`config.mk`:
```
export PLATFORM = sky130hd
export DESIGN_NAME = datapath_arbiter_flat
export DESIGN_NICKNAME = d
export VERILOG_FILES = /design/src/rtl/datapath_arb_pkg.sv /design/src/rtl/datapath_arbiter_if.sv /design/src/rtl/datapath_tag_pipe.sv /design/src/rtl/datapath_arbiter.sv /design/src/flat_wrapper.sv
export SDC_FILE = /design/constraint.sdc
export NUM_CORES = 1
export LEC_CHECK = 0
export ABC_AREA = 1
export CORE_UTILIZATION = 39
export CTS_CLUSTER_SIZE = 12
export DETAILED_ROUTE_END_ITERATION = 10
export PLACE_DENSITY = 0.95
export SYNTH_ARGS = -nofsm -noshare
export SYNTH_HDL_FRONTEND = slang
export SYNTH_HIERARCHICAL = 1
export SYNTH_SLANG_ARGS = --single-unit
```
`constraint.sdc`:
```
create_clock -name clk -period 2.1 [get_ports clk]
set_input_delay 0.42 -clock clk [delete_from_list [all_inputs] [get_ports clk]]
set_output_delay 0.42 -clock clk [all_outputs]
set_load 0.02 [all_outputs]
```
`src/rtl/datapath_arb_pkg.sv`:
```
// Shared types for the two-requester datapath arbiter: opcode width, requester id and
// the in-flight tag that follows each issued operation.
package datapath_arb_pkg;

    localparam int unsigned OPCODE_W = 3;

    typedef logic req_id_t;

    localparam req_id_t ReqId0 = 1'b0;
    localparam req_id_t ReqId1 = 1'b1;

    typedef struct packed {
        logic    valid;
        req_id_t id;
    } tag_t;

    function automatic req_id_t other_id(input req_id_t id);
        return ~id;
    endfunction

endpackage

```
`src/rtl/datapath_arbiter_if.sv`:
```
// Requester-side bundle: operation handshake towards the arbiter and the
// response that comes back from the datapath.
interface datapath_arbiter_if
    import datapath_arb_pkg::*;
#(
    parameter int unsigned N = 16
);
    logic                  valid;
    logic                  ready;
    logic signed [N-1:0]   a;
    logic signed [N-1:0]   b;
    logic [OPCODE_W-1:0]   opcode;
    logic                  rsp_valid;
    logic signed [N-1:0]   rsp_y;
    logic                  rsp_co;

    modport master (
        output valid, a, b, opcode,
        input  ready, rsp_valid, rsp_y, rsp_co
    );

    modport slave (
        input  valid, a, b, opcode,
        output ready, rsp_valid, rsp_y, rsp_co
    );
endinterface

```
`src/rtl/datapath_tag_pipe.sv`:
```
// Shift register of operation tags, one stage per clock, cleared synchronously.
// Reports whether any stage holds a live tag.
module datapath_tag_pipe
    import datapath_arb_pkg::*;
#(
    parameter int unsigned Depth = 2
) (
    input  logic clk,
    input  logic rst,
    input  tag_t tag_i,
    output tag_t tag_o,
    output logic any_valid_o
);

    tag_t [Depth-1:0] stage_q;
    tag_t [Depth:0]   chain;
    logic [Depth-1:0] valid_vec;

    // chain[0] is the incoming tag, chain[k] is stage k-1.
    assign chain = {stage_q, tag_i};

    always_ff @(posedge clk) begin
        if (rst) begin
            stage_q <= '0;
        end else begin
            stage_q <= chain[Depth-1:0];
        end
    end

    for (genvar g = 0; g < Depth; g++) begin : g_valid
        assign valid_vec[g] = stage_q[g].valid;
    end

    assign tag_o       = stage_q[Depth-1];
    assign any_valid_o = |valid_vec;

endmodule

```
`src/rtl/datapath_arbiter.sv`:
```
// Round-robin arbiter feeding one shared pipelined datapath from two requesters and
// routing each result back to its originator after the datapath latency.
module datapath_arbiter
    import datapath_arb_pkg::*;
#(
    parameter int unsigned N    = 16,
    parameter int unsigned pipe = 2
) (
    input  logic                  clk,
    input  logic                  rst,
    datapath_arbiter_if.slave     req0_if,
    datapath_arbiter_if.slave     req1_if,
    output logic signed [N-1:0]   dp_a_o,
    output logic signed [N-1:0]   dp_b_o,
    output logic [OPCODE_W-1:0]   dp_opcode_o,
    input  logic signed [N-1:0]   dp_y_i,
    input  logic                  dp_co_i,
    output logic                  busy_o
);

    logic                gnt0, gnt1, xfer;
    req_id_t             gnt_id;
    req_id_t             ptr_q, ptr_d;
    tag_t                issue_q, issue_d;
    tag_t                rsp_tag;
    logic                pipe_busy;
    logic signed [N-1:0] dp_a_q, dp_a_d;
    logic signed [N-1:0] dp_b_q, dp_b_d;
    logic [OPCODE_W-1:0] dp_op_q, dp_op_d;

    // The pointer only matters when both requesters are valid.
    always_comb begin
        gnt0 = 1'b0;
        gnt1 = 1'b0;
        if (!rst) begin
            if (req0_if.valid && (!req1_if.valid || ptr_q == ReqId0)) begin
                gnt0 = 1'b1;
            end else if (req1_if.valid) begin
                gnt1 = 1'b1;
            end
        end
    end

    assign xfer   = gnt0 | gnt1;
    assign gnt_id = gnt1 ? ReqId1 : ReqId0;

    always_comb begin
        ptr_d   = ptr_q;
        dp_a_d  = dp_a_q;
        dp_b_d  = dp_b_q;
        dp_op_d = dp_op_q;
        issue_d = '{valid: xfer, id: gnt_id};
        if (xfer) begin
            ptr_d   = other_id(gnt_id);
            dp_a_d  = gnt1 ? req1_if.a      : req0_if.a;
            dp_b_d  = gnt1 ? req1_if.b      : req0_if.b;
            dp_op_d = gnt1 ? req1_if.opcode : req0_if.opcode;
        end
    end

    always_ff @(posedge clk) begin
        if (rst) begin
            ptr_q   <= ReqId0;
            issue_q <= '0;
            dp_a_q  <= '0;
            dp_b_q  <= '0;
            dp_op_q <= '0;
        end else begin
            ptr_q   <= ptr_d;
            issue_q <= issue_d;
            dp_a_q  <= dp_a_d;
            dp_b_q  <= dp_b_d;
            dp_op_q <= dp_op_d;
        end
    end

    // issue_q aligns with the datapath input register, so the tag pipe adds exactly pipe.
    datapath_tag_pipe #(
        .Depth (pipe)
    ) u_tag_pipe (
        .clk         (clk),
        .rst         (rst),
        .tag_i       (issue_q),
        .tag_o       (rsp_tag),
        .any_valid_o (pipe_busy)
    );

    assign dp_a_o      = dp_a_q;
    assign dp_b_o      = dp_b_q;
    assign dp_opcode_o = dp_op_q;

    assign req0_if.ready = gnt0;
    assign req1_if.ready = gnt1;

    assign req0_if.rsp_valid = !rst && rsp_tag.valid && (rsp_tag.id == ReqId0);
    assign req1_if.rsp_valid = !rst && rsp_tag.valid && (rsp_tag.id == ReqId1);
    assign req0_if.rsp_y     = dp_y_i;
    assign req1_if.rsp_y     = dp_y_i;
    assign req0_if.rsp_co    = dp_co_i;
    assign req1_if.rsp_co    = dp_co_i;

    assign busy_o = !rst && (issue_q.valid || pipe_busy);

endmodule

```
`src/flat_wrapper.sv`:
```
// flat-port wrapper written by rule: the top's interface ports become plain ports
module datapath_arbiter_flat import datapath_arb_pkg::*;
#(
    parameter int unsigned N    = 16,
    parameter int unsigned pipe = 2
)
  (clk, rst, dp_a_o, dp_b_o, dp_opcode_o, dp_y_i, dp_co_i, busy_o, req0_if_valid, req0_if_a, req0_if_b, req0_if_opcode, req0_if_ready, req0_if_rsp_valid, req0_if_rsp_y, req0_if_rsp_co, req1_if_valid, req1_if_a, req1_if_b, req1_if_opcode, req1_if_ready, req1_if_rsp_valid, req1_if_rsp_y, req1_if_rsp_co);
  datapath_arbiter_if #(.N(N)) req0_if_i ();
  datapath_arbiter_if #(.N(N)) req1_if_i ();
  input  logic clk;
  input  logic rst;
  output logic signed [N-1:0] dp_a_o;
  output logic signed [N-1:0] dp_b_o;
  output logic [OPCODE_W-1:0] dp_opcode_o;
  input  logic signed [N-1:0] dp_y_i;
  input  logic dp_co_i;
  output logic busy_o;
  input wire logic [$bits(req0_if_i.valid)-1:0] req0_if_valid;
  input wire logic [$bits(req0_if_i.a)-1:0] req0_if_a;
  input wire logic [$bits(req0_if_i.b)-1:0] req0_if_b;
  input wire logic [$bits(req0_if_i.opcode)-1:0] req0_if_opcode;
  output wire logic [$bits(req0_if_i.ready)-1:0] req0_if_ready;
  output wire logic [$bits(req0_if_i.rsp_valid)-1:0] req0_if_rsp_valid;
  output wire logic [$bits(req0_if_i.rsp_y)-1:0] req0_if_rsp_y;
  output wire logic [$bits(req0_if_i.rsp_co)-1:0] req0_if_rsp_co;
  input wire logic [$bits(req1_if_i.valid)-1:0] req1_if_valid;
  input wire logic [$bits(req1_if_i.a)-1:0] req1_if_a;
  input wire logic [$bits(req1_if_i.b)-1:0] req1_if_b;
  input wire logic [$bits(req1_if_i.opcode)-1:0] req1_if_opcode;
  output wire logic [$bits(req1_if_i.ready)-1:0] req1_if_ready;
  output wire logic [$bits(req1_if_i.rsp_valid)-1:0] req1_if_rsp_valid;
  output wire logic [$bits(req1_if_i.rsp_y)-1:0] req1_if_rsp_y;
  output wire logic [$bits(req1_if_i.rsp_co)-1:0] req1_if_rsp_co;
  assign req0_if_i.valid = req0_if_valid;
  assign req0_if_i.a = req0_if_a;
  assign req0_if_i.b = req0_if_b;
  assign req0_if_i.opcode = req0_if_opcode;
  assign req0_if_ready = req0_if_i.ready;
  assign req0_if_rsp_valid = req0_if_i.rsp_valid;
  assign req0_if_rsp_y = req0_if_i.rsp_y;
  assign req0_if_rsp_co = req0_if_i.rsp_co;
  assign req1_if_i.valid = req1_if_valid;
  assign req1_if_i.a = req1_if_a;
  assign req1_if_i.b = req1_if_b;
  assign req1_if_i.opcode = req1_if_opcode;
  assign req1_if_ready = req1_if_i.ready;
  assign req1_if_rsp_valid = req1_if_i.rsp_valid;
  assign req1_if_rsp_y = req1_if_i.rsp_y;
  assign req1_if_rsp_co = req1_if_i.rsp_co;
  datapath_arbiter #(.N(N), .pipe(pipe)) u_core (.clk(clk), .rst(rst), .req0_if(req0_if_i), .req1_if(req1_if_i), .dp_a_o(dp_a_o), .dp_b_o(dp_b_o), .dp_opcode_o(dp_opcode_o), .dp_y_i(dp_y_i), .dp_co_i(dp_co_i), .busy_o(busy_o));
endmodule
```
After elaboration in Yosys (flattened, before gate mapping)
Index checks and enable logic that the tools add are counted.
{"block": "op_classes", "n_bitwise": 4, "reduce_logical": 10, "muxes": 9}
{"cell": "2-to-1 mux 16 bit", "n": 2}
{"cell": "2-to-1 mux 1 bit", "n": 6}
{"cell": "logical AND 1 bit", "n": 5}
{"cell": "2-to-1 mux 3 bit", "n": 1}
{"cell": "NOT 1 bit", "n": 3}
{"cell": "logical NOT 1 bit", "n": 2}
{"cell": "logical OR 1 bit", "n": 2}
{"cell": "OR reduction 2 bit", "n": 1}
{"cell": "OR 1 bit", "n": 1}
{"block": "word_totals", "in_bits": 91, "out_inout_bits": 74, "ff_bits": 42, "wordCells": 33}

Longest topological paths before layout
{"block": "logic_depth", "ltp_word": 7, "depth_mapped": 8, "depth_no_buf": 7}

By module
Netlist, hierarchy kept.
{"module": "datapath_arbiter", "n_inst": 1, "seq_area_each_um2": 760.7, "area_per_inst_um2": 2359.8, "cells_each": 361}
{"module": "datapath_tag_pipe", "n_inst": 1, "seq_area_each_um2": 80.1, "area_per_inst_um2": 132.6, "cells_each": 16}

Least setup slack after synthesis
Ideal clock, no wire load.
{"block": "synth_timing", "path_type": "input-to-output", "startpoint": "input port req1_if_valid", "endpoint": "output port req1_if_ready", "setup_slack_ps": 639, "path_buffers": 1, "t_arrival_ps": 1041, "required_time_ps": 1680, "stages": 5, "path_cell_list": "inv_2 nor2_8 nand2_4 buf_2 inv_1"}
{"block": "synth_via", "elab_chain_len": 5, "word_cells_on_any_way": 6, "classes_between": "3 x mux; 3 x reduce/logical"}
{"element": "start, declared", "line_no": "flat_wrapper.sv:26", "source": "input wire logic [$bits(req1_if_i.valid)-1:0] req1_if_valid;"}
{"element": "logical NOT 1 bit", "line_no": "datapath_arbiter.sv:36", "source": "if (req0_if.valid && (!req1_if.valid || ptr_q == ReqId0)) begin"}
{"element": "logical OR 1 bit", "line_no": "datapath_arbiter.sv:36"}
{"element": "logical AND 1 bit", "line_no": "datapath_arbiter.sv:36"}
{"element": "2-to-1 mux 1 bit *", "line_no": "datapath_arbiter.sv:36"}
{"element": "2-to-1 mux 1 bit *", "line_no": "datapath_arbiter.sv:35", "source": "if (!rst) begin"}
{"element": "end, declared", "line_no": "flat_wrapper.sv:30", "source": "output wire logic [$bits(req1_if_i.ready)-1:0] req1_if_ready;"}
Mark *: on every way between the ends. The rest lies on a longest branch, timed or not.

Worst setup path in the final report
{"block": "layout_timing", "startpoint": "input port req0_if_valid", "endpoint": "output port req1_if_ready"}
{"block": "layout_via", "elab_chain_len": 3}
{"element": "start, declared", "line_no": "flat_wrapper.sv:18", "source": "input wire logic [$bits(req0_if_i.valid)-1:0] req0_if_valid;"}
{"element": "logical AND 1 bit", "line_no": "datapath_arbiter.sv:36"}
{"element": "2-to-1 mux 1 bit", "line_no": "datapath_arbiter.sv:36"}
{"element": "2-to-1 mux 1 bit", "line_no": "datapath_arbiter.sv:35"}
Every way passes these cells.

==> results.sh <==
export IMPL_status="completed"
export IMPL_cts_clk_slew_worst_paths_ps=70
export IMPL_p_int_uw=1470
export IMPL_power_density_nw_per_um2=595
export IMPL_grt_ovfl_total=0
export IMPL_die_w_um=81.9
export IMPL_root_buffer="clkbuf_8"
export IMPL_pwr_share_seq_pct=43.2
export IMPL_p_leak_uw=0.00174
export IMPL_cp_start_kind="primary input"
export IMPL_p_sw_share_pct=29.8
export IMPL_track_usage_pct=21.3
export IMPL_period_share_pct=92.7
export IMPL_place_congestion=0.801
export IMPL_power_total_uw=2090
export IMPL_post_cts_buffers=0
export IMPL_cp_max_fo=4
export IMPL_dpl_instance_area_um2=3430
export IMPL_path_buf_inv=3
export IMPL_dp_hpwl_um=4730
export IMPL_cp_required_ps=1680
export IMPL_cts_repair_resized=2
export IMPL_fin_nets=540
export IMPL_clock_power_share_pct=24.8
export IMPL_end_kind="primary output"
export IMPL_clock_fmax_mhz=514
export IMPL_drv_cap=0
export IMPL_wl_per_cell_um=12.9
export IMPL_syn_to_final_growth_pct=41.2
export IMPL_drv_slew=0
export IMPL_num_io_pins=165
export IMPL_tightestPinTransition_ps=413
export IMPL_grt_pass1_wl_um=11000
export IMPL_port_buffers=113
export IMPL_synth_ff_type="dfxtp_1"
export IMPL_postCtsHoldBufs=0
export IMPL_htree_levels=2
export IMPL_power_switching_uw=624
export IMPL_final_hold_viol_count=0
export IMPL_synth_fp_nets=468
export IMPL_cp_slowest_stage_delay_ps=560
export IMPL_grt_pass1_vias=2488
export IMPL_postLayoutCellArea_um2=3520
export IMPL_rsz0062_at_grt="no"
export IMPL_die_y_um=81.9
export IMPL_first_pass_iters=5
export IMPL_ys_seq_area_share_pct=33.7
export IMPL_finClkSkew_ps=3.38
export IMPL_cts_tree="built"
export IMPL_drt_total_wl_um=6780
export IMPL_diodes=0
export IMPL_ys_seq_elements=42
export IMPL_vias_per_cell=4.95
export IMPL_worstPathArrival_ps=1530
export IMPL_max_slew_margin_rel_pct=72.4
export IMPL_antenna_found_initial=0
export IMPL_worstSetupPathType="in -> out"
export IMPL_detail_route_antenna_nets=0
export IMPL_final_common_cell="clkdlybuf4s50_1"
export IMPL_syn_area_um2=2490
export IMPL_numCtsBuffers=5
export IMPL_hold_path_class="reg -> reg"
export IMPL_layout_common_cells="clkdlybuf4s50_1, inv_1, nand2_1"
export IMPL_synthDistinctLibCells=16
export IMPL_syn_avg_cell_area_um2=6.61
export IMPL_peakVddDrop_mv=0.245
export IMPL_die_area_um2=6710
export IMPL_fill_cells=570
export IMPL_vias=2599
export IMPL_cts_max_path_buffers=2
export IMPL_crit_chain="clkdlybuf4s50_1, nand2_2, nand2_4, inv_1, dlygate4sd2_1"
export IMPL_clk_latency_ps=280
export IMPL_pwr_share_comb_pct=32.0
export IMPL_min_period_ps=1950
export IMPL_fin_setup_tns_ps=0
export IMPL_rrSetupSlack_ps=760
export IMPL_grt_max_degree=40
export IMPL_post_route_drc_count=0
export IMPL_clock_sinks=42
export IMPL_coreArea_um2=6030
export IMPL_start_util_pct=41.4
export IMPL_synth_edf_count=0
export IMPL_crit_family="buffers and inverters"
export IMPL_drive_gt1_share_pct=5.56
export IMPL_async_flop_share_pct=0
export IMPL_yosys_warnings=6
export IMPL_cp_slowest_cell="clkdlybuf4s50_1"
export IMPL_final_util_pct=58.4
export IMPL_syn_instance_count=377
export IMPL_core_rowCount=28
export IMPL_setup_violations_final=0
export IMPL_dr_first_iter_drc_count=120
[cells in the mapped netlist, types with 2 or more instances]
cell      count  area [um2]
nand2_4       2        22.5
dfxtp_1      42         841
clkbuf_1      3        11.3
inv_1        81         304
nand2_1      74         278
buf_2        16        80.1
nand3_1      70         350
buf_4        36         270
nor2_1        9        33.8
buf_6         3        33.8
inv_2         2        7.51
a31oi_1      35         219
[per-stage QoR]
stage | setup WS (ps) | hold slack, ps | instances
2_1_floorplan | 639 | 388 | 377
3_3_place_gp | -72.1 | 393 | 517
3_5_place_dp | -110 | 401 | 517
4_1_cts | 151 | 407 | 525
5_1_grt | 124 | 413 | 525
6_report | 154 | 409 | 525
[worst paths after layout]
check                         start                         end  cells after the start
setup reg to reg       u_core/ptr_q           u_core/dp_b_o[14]                      7
hold / removal    u_core/issue_q[0]  u_core/u_tag_pipe/chain[2]                      2
hold reg to reg   u_core/issue_q[0]  u_core/u_tag_pipe/chain[2]                      2
setup / recovery      req0_if_valid               req1_if_ready                      5
[cell families after synthesis]
group	share of synthesized area, %
flops	33.7
buf+inv	28.4
compound gates	8.99
simple gates	28.9
[routing by layer]
layer | up-vias | global-route usage, % | wire length (um)
met5 | - | 0 | 0
li1 | 1275 | - | -
met2 | 116 | 39.6 | 3520
met4 | 0 | 9.12 | 187
met1 | 1182 | 22.2 | 2620
met3 | 26 | 5.78 | 454
[power by group through the flow]
stage	Clock, uW	Sequential (uW)	Combinational (uW)
after floorplan	0	996	348
after global placement	0	918	649
after detailed placement	0	921	670
after CTS	551	904	672
after global routing	584	912	731
final	520	903	669
[worst reg2reg max path, stage by stage, from the launching register on]
cell	delay [ps]
dfxtp_1	360
inv_1	60
nand2_2	90
buf_4	380
nand3_1	170
nand3_1	130
nand2_1	60
inv_1	40
[registers in the layout (all words and copies together), names as in the netlist]
| name | flops |
|---|---|
| u_core/u_tag_pipe/tag_o | 2 |
| u_core/dp_opcode_o | 3 |
| u_core/ptr_q | 1 |
| u_core/dp_b_o | 16 |
| u_core/u_tag_pipe/chain | 2 |
| u_core/issue_q | 2 |
| u_core/dp_a_o | 16 |
[final cells by class]
type                       count  area, um2  share of cell area [%]
clock inverter                 1       5.00                   0.142
multi-input combinational    194        945                    26.8
tap                           75       93.8                    2.67
sequential                    42        841                    23.9
timing repair buffer         123       1240                    35.1
inverter                      83        312                    8.85
clock buffer                   7       86.3                    2.45
No activity file was read; power rests on OpenSTA's default activity.
